==> src/rtl/instr_fetch_pkg.sv <==
// Shared constants and queue entry type for the instruction fetch reader.
package instr_fetch_pkg;
    localparam int ADDR_W  = 11;
    localparam int BADDR_W = ADDR_W + 1;
    localparam int QDEPTH  = 4;
    localparam int CNT_W   = $clog2(QDEPTH) + 1;
    localparam logic [BADDR_W-1:0] RESET_ADDR = '0;

    typedef struct packed {
        logic [ADDR_W-1:0] word_addr;
        logic [15:0]       data;
    } fetch_entry_t;
endpackage

==> src/rtl/fetch_word_fifo.sv <==
// Small synchronous word FIFO; flush has priority over push and pop.
module fetch_word_fifo
    import instr_fetch_pkg::*;
#(
    parameter int DEPTH = QDEPTH,
    localparam int CW   = $clog2(DEPTH) + 1,
    localparam int PW   = $clog2(DEPTH)
) (
    input  logic          clk,
    input  logic          rst,
    input  logic          flush_i,
    input  logic          push_i,
    input  fetch_entry_t  push_data_i,
    input  logic          pop_i,
    output fetch_entry_t  head_o,
    output logic          empty_o,
    output logic [CW-1:0] count_o
);
    fetch_entry_t  mem_q [DEPTH];
    logic [PW-1:0] wr_q, wr_d, rd_q, rd_d;
    logic [CW-1:0] cnt_q, cnt_d;
    logic          do_push, do_pop;

    assign do_push = push_i && !flush_i;
    assign do_pop  = pop_i && !flush_i && (cnt_q != '0);

    always_comb begin
        wr_d  = wr_q;
        rd_d  = rd_q;
        cnt_d = cnt_q;
        if (flush_i) begin
            wr_d  = '0;
            rd_d  = '0;
            cnt_d = '0;
        end else begin
            if (do_push) wr_d = wr_q + PW'(1);
            if (do_pop)  rd_d = rd_q + PW'(1);
            cnt_d = cnt_q + CW'(do_push) - CW'(do_pop);
        end
    end

    always_ff @(posedge clk or posedge rst) begin
        if (rst) begin
            wr_q  <= '0;
            rd_q  <= '0;
            cnt_q <= '0;
        end else begin
            wr_q  <= wr_d;
            rd_q  <= rd_d;
            cnt_q <= cnt_d;
        end
    end

    always_ff @(posedge clk) begin
        if (do_push) mem_q[wr_q] <= push_data_i;
    end

    assign head_o  = mem_q[rd_q];
    assign empty_o = (cnt_q == '0);
    assign count_o = cnt_q;
endmodule

==> src/rtl/instr_fetch_reader.sv <==
// Drives the instruction RAM read port and serialises fetched words into a
// little-endian byte stream; a jump flushes queued and in-flight words.
module instr_fetch_reader
    import instr_fetch_pkg::*;
(
    input  logic               clk,
    input  logic               reset,
    input  logic               jmp_valid,
    input  logic [BADDR_W-1:0] jmp_addr,
    output logic [ADDR_W-1:0]  ram_adb,
    output logic               ram_ceb,
    output logic               ram_oce,
    input  logic [15:0]        ram_dout,
    output logic               out_valid,
    input  logic               out_ready,
    output logic [7:0]         out_byte,
    output logic [BADDR_W-1:0] out_addr,
    output logic [CNT_W-1:0]   q_level
);
    localparam logic [CNT_W:0] QLIM = (CNT_W + 1)'(QDEPTH);

    logic [ADDR_W-1:0]  fptr_q, fptr_d, adb_q, adb_d, cap_addr_q;
    logic               ceb_q, ceb_d, cap_q, cap_d, oce_q;
    logic               hsel_q, hsel_d;
    logic [BADDR_W-1:0] idle_addr_q, idle_addr_d;
    logic [CNT_W:0]     credit;
    logic               issue, fire, pop, empty;
    logic [CNT_W-1:0]   count;
    fetch_entry_t       head, push_entry;

    // Words already owed to the queue (issued or returning) count against space.
    assign credit = {1'b0, count} + (CNT_W + 1)'(ceb_q) + (CNT_W + 1)'(cap_q);
    assign issue  = credit < QLIM;
    assign fire   = out_valid && out_ready;
    assign pop    = fire && hsel_q;

    always_comb begin
        fptr_d      = fptr_q;
        adb_d       = adb_q;
        ceb_d       = 1'b0;
        cap_d       = ceb_q && !jmp_valid;
        hsel_d      = hsel_q;
        idle_addr_d = idle_addr_q;
        if (jmp_valid) begin
            adb_d       = jmp_addr[BADDR_W-1:1];
            ceb_d       = 1'b1;
            fptr_d      = jmp_addr[BADDR_W-1:1] + ADDR_W'(1);
            hsel_d      = jmp_addr[0];
            idle_addr_d = jmp_addr;
        end else begin
            if (issue) begin
                adb_d  = fptr_q;
                ceb_d  = 1'b1;
                fptr_d = fptr_q + ADDR_W'(1);
            end
            if (fire) hsel_d = !hsel_q;
        end
    end

    always_ff @(posedge clk or posedge reset) begin
        if (reset) begin
            fptr_q      <= RESET_ADDR[BADDR_W-1:1];
            adb_q       <= '0;
            ceb_q       <= 1'b0;
            cap_q       <= 1'b0;
            cap_addr_q  <= '0;
            oce_q       <= 1'b0;
            hsel_q      <= RESET_ADDR[0];
            idle_addr_q <= RESET_ADDR;
        end else begin
            fptr_q      <= fptr_d;
            adb_q       <= adb_d;
            ceb_q       <= ceb_d;
            cap_q       <= cap_d;
            cap_addr_q  <= adb_q;
            oce_q       <= 1'b1;
            hsel_q      <= hsel_d;
            idle_addr_q <= idle_addr_d;
        end
    end

    assign push_entry = '{word_addr: cap_addr_q, data: ram_dout};

    fetch_word_fifo #(.DEPTH(QDEPTH)) u_fifo (
        .clk         (clk),
        .rst         (reset),
        .flush_i     (jmp_valid),
        .push_i      (cap_q),
        .push_data_i (push_entry),
        .pop_i       (pop),
        .head_o      (head),
        .empty_o     (empty),
        .count_o     (count)
    );

    assign ram_adb   = adb_q;
    assign ram_ceb   = ceb_q;
    assign ram_oce   = oce_q;
    assign out_valid = !empty;
    assign out_byte  = empty ? 8'h00 : (hsel_q ? head.data[15:8] : head.data[7:0]);
    assign out_addr  = empty ? idle_addr_q : {head.word_addr, hsel_q};
    assign q_level   = count;
endmodule

==> config.mk <==
export PLATFORM = sky130hd
export DESIGN_NAME = instr_fetch_reader
export DESIGN_NICKNAME = d
export VERILOG_FILES = /design/src/rtl/instr_fetch_pkg.sv /design/src/rtl/fetch_word_fifo.sv /design/src/rtl/instr_fetch_reader.sv
export SDC_FILE = /design/constraint.sdc
export NUM_CORES = 1
export LEC_CHECK = 0
export ABC_AREA = 1
export BUFFER_PORTS_ARGS = -buffer_cell sky130_fd_sc_hd__buf_2
export CORE_ASPECT_RATIO = 1.1
export CORE_MARGIN = 10
export CORE_UTILIZATION = 35
export DETAILED_ROUTE_END_ITERATION = 12
export PLACE_DENSITY = 0.56
export RECOVER_POWER = 100
export SLEW_MARGIN = 20
export SYNTH_ARGS = -nofsm -noshare
export SYNTH_HDL_FRONTEND = slang
export SYNTH_SLANG_ARGS = --single-unit
==> constraint.sdc <==
create_clock -name clk -period 4 [get_ports clk]
set_input_delay 1.2 -clock clk [delete_from_list [all_inputs] [get_ports clk]]
set_output_delay 1.2 -clock clk [all_outputs]
set_load 0.01 [all_outputs]
==> impl_metrics.py <==
metrics = {
    "run_status": {
        "status": "finished with violations",
        "violations": "max-capacitance violations, max-slew violations",
    },
    "yosys": {
        "synth_edf_count": 108,
        "ys.flop_type": "edfxtp_1",
        "synthArstFlopShare_pct": 34.1,
        "ys_top_cells_by_area": "edfxtp_1 (48%), dfrtp_1 (21%), o21ai_0 (6.4%)",
        "avgSynthCellArea_um2": 11.3,
        "synth_cell_type_count": 30,
        "synthCells": 594,
        "ys.warnings.count": 0,
        "synth_most_common_cell": "nand2_1",
        "synthTopCellsByCount": "nand2_1 (109), edfxtp_1 (108), o21ai_0 (86)",
        "synth.net_count": 636,
        "synth_seq_cells": 164,
        "synth.top_cell.area_share_pct": 48.3,
        "syn_area_mm2": 0.00672,
        "seq_area_frac_synth_pct": 69.1,
        "synth_top_cell_by_area": "edfxtp_1",
    },
    "timing": {
        "rsz0062_at_grt": "false",
        "drv_slew": 34,
        "post-route-min-period_ns": 3.54,
        "hold_viol_final": 0,
        "worst_slew_pin_slew_ns": 1.53,
        "fin_skew_ns": 0.00863,
        "setup_tns_ns": 0,
        "timing.slew.headroom_pct": -1.99,
        "setup-violations-final": 0,
        "fmax_mhz": 283,
        "finalCritPeriodShare_pct": 88.5,
        "holdWs_ns": 0.402,
    },
    "routing": {
        "drtIter0Drc": 253,
        "antenna_left": 0,
        "wirelength_mm": 15.4,
        "drt_pass1_iterations": 4,
        "detail_route.wl_per_cell_um": 16.7,
        "vias": 4496,
        "vias_per_cell": 4.88,
        "drc": 0,
    },
    "die": {
        "start_util_pct": 35.4,
        "ios": 69,
        "die_h_um": 165,
        "row_count": 53,
        "core_area_mm2": 0.0190,
        "die-area_mm2": 0.0251,
        "fp.dieW_um": 152,
    },
    "clock_network": {
        "cts_setup_buffers": 0,
        "cts_max_path_buffers": 2,
        "postCtsHoldBufs": 0,
        "cts_num_sinks": 164,
        "clk_latency_ns": 0.42,
        "cts.htree.levels": 4,
        "cts_resized": 0,
        "cts_inserted_buffers": 17,
        "root_buffer": "clkbuf_16",
        "clk_pin_slew_ns": 0.06,
        "cts_tree": "yes",
    },
    "grt": {
        "grt_pass1_wl_mm": 24.5,
        "overflow": 0,
        "grt_max_degree": 57,
        "grt_pass1_vias": 4448,
        "track_usage_pct": 12.5,
        "antenna_found_initial": 0,
    },
    "power_and_ir_drop": {
        "powerDensity_mw_per_mm2": 631,
        "p_leak_nw": 3.14,
        "worst_ir_drop_vdd_mv": 0.412,
    },
    "setup_path": {
        "arrival_ns": 3.87,
        "reg2regPathDepth": 12,
        "cp_slowest_cell": "clkbuf_1",
        "critPathLaunchType": "input pin",
        "critPathCaptureType": "flop",
        "slowest_delay_ns": 1.09,
        "worstPathRequired_ns": 4.33,
        "crit_chain": "clkbuf_1, inv_2, nand2_1, inv_1, ha_1, inv_1, fa_1, nor2_1",
        "crit_fanout": 33,
        "cpMostUsedCell": "inv_1",
        "crit_type": "in2reg",
    },
    "finish": {
        "drive_gt1_share_pct": 10.8,
        "final_cells": 922,
        "antenna_cells": 0,
        "nets": 704,
        "fillers": 1845,
        "syn2layout_area_growth_pct": 17.3,
    },
    "placed_design": {
        "dp_cells": 890,
        "port_buffers": 68,
        "dp_hpwl_mm": 9.97,
        "place.gp.congestion": 0.825,
    },
    "run": {
        "cap_violations": 1,
    },
    "hold_path": {
        "hold_depth": 0,
        "hold_class": "reg2reg",
    },
}
## state kept, by name (all words and copies together) (netlist names), 2 cells and up
signal          flops
u_fifo.count_o      3
u_fifo.wr_q         2
u_fifo.mem_q      108
fptr_q             11
cap_addr_q         11
u_fifo.rd_q         2
idle_addr_q        12
ram_adb            11
## report_power, final
part           internal (mW)  total, mW  switching [mW]  leakage [nW]
sequential              2.12       2.30           0.176          1.67
combinational          0.287      0.964           0.678          1.15
clock                   1.11       1.71           0.602         0.319
## stage by stage
step | instance area, um^2 | setup slack, ns | total power [mW] | utilization, %
after floorplan | 6720 | 0.915 | 2.91 | -
after global placement | 7330 | 0.829 | 3.33 | 38.6
after detailed placement | 7330 | 0.742 | 3.36 | 38.6
after CTS | 7970 | 0.555 | 5.08 | 42.0
after global routing | 7880 | 0.175 | 5.26 | 41.5
final | 7880 | 0.461 | 4.97 | 41.5
## worst max-delay path: cells and delay by family
family,cells,cell delay [ns]
buf+inv,4,1.63
fa+ha+maj,2,0.59
simple gates,2,0.44
## final timing paths
check                                            startpoint                     endpoint  slack, ns
worst max-delay path                              jmp_valid  u_fifo.count_o[1]$_DFF_PP0_       0.46
worst min-delay path                 ram_adb[4]$_DFFE_PP0P_      cap_addr_q[4]$_DFF_PP0_       0.40
worst max register to register  u_fifo.count_o[1]$_DFF_PP0_  u_fifo.count_o[2]$_DFF_PP0_       0.99
worst min register to register       ram_adb[4]$_DFFE_PP0P_      cap_addr_q[4]$_DFF_PP0_       0.40
max in group asynchronous                             reset            ram_ceb$_DFF_PP0_       1.96
min in group asynchronous                             reset            ram_oce$_DFF_PP0_       1.20
## routing by layer
| layer | wire [um] | share of wire [%] | GRT usage, % | vias up |
|---|---|---|---|---|
| met5 | 0 | 0 | 0 | - |
| met4 | 184 | 1.2 | 3.90 | 0 |
| met3 | 701 | 4.6 | 3.55 | 13 |
| met2 | 7610 | 49 | 20.9 | 99 |
| met1 | 6880 | 45 | 15.3 | 2214 |
| li1 | - | - | - | 2170 |
## cell type report
class | instances | area, um^2 | share of cell area, %
multi-input cells | 358 | 1770 | 22.4
well taps | 247 | 309 | 3.92
inverters | 43 | 161 | 2.05
clock inverters | 8 | 115 | 1.46
repair buffers | 78 | 358 | 4.54
clock buffers | 24 | 526 | 6.67
flip-flops and latches | 164 | 4640 | 58.9
## cells by family (layout without fill, tap and decap cells)
family | after synthesis | after routing | synth area share (%)
compound gates | 124 | 124 | 9.92
xor+xnor | 5 | 5 | 0.652
fa+ha+maj | 10 | 10 | 1.97
buf+inv | 72 | 153 | 4.45
flops | 164 | 164 | 69.1
other cells | 1 | 1 | 0.0558
simple gates | 218 | 218 | 13.8
## layout by cell type, fill, tap and decap left out, types with 16 or more instances in the layout
master       n
inv_1       40
nor2_1      64
o22ai_1     27
o21ai_0     86
clkbuf_1    55
edfxtp_1   108
clkbuf_16   20
nand3_1     29
dfrtp_1     56
nand2_1    109
buf_2       16
No activity file was read; power rests on OpenSTA's default activity.
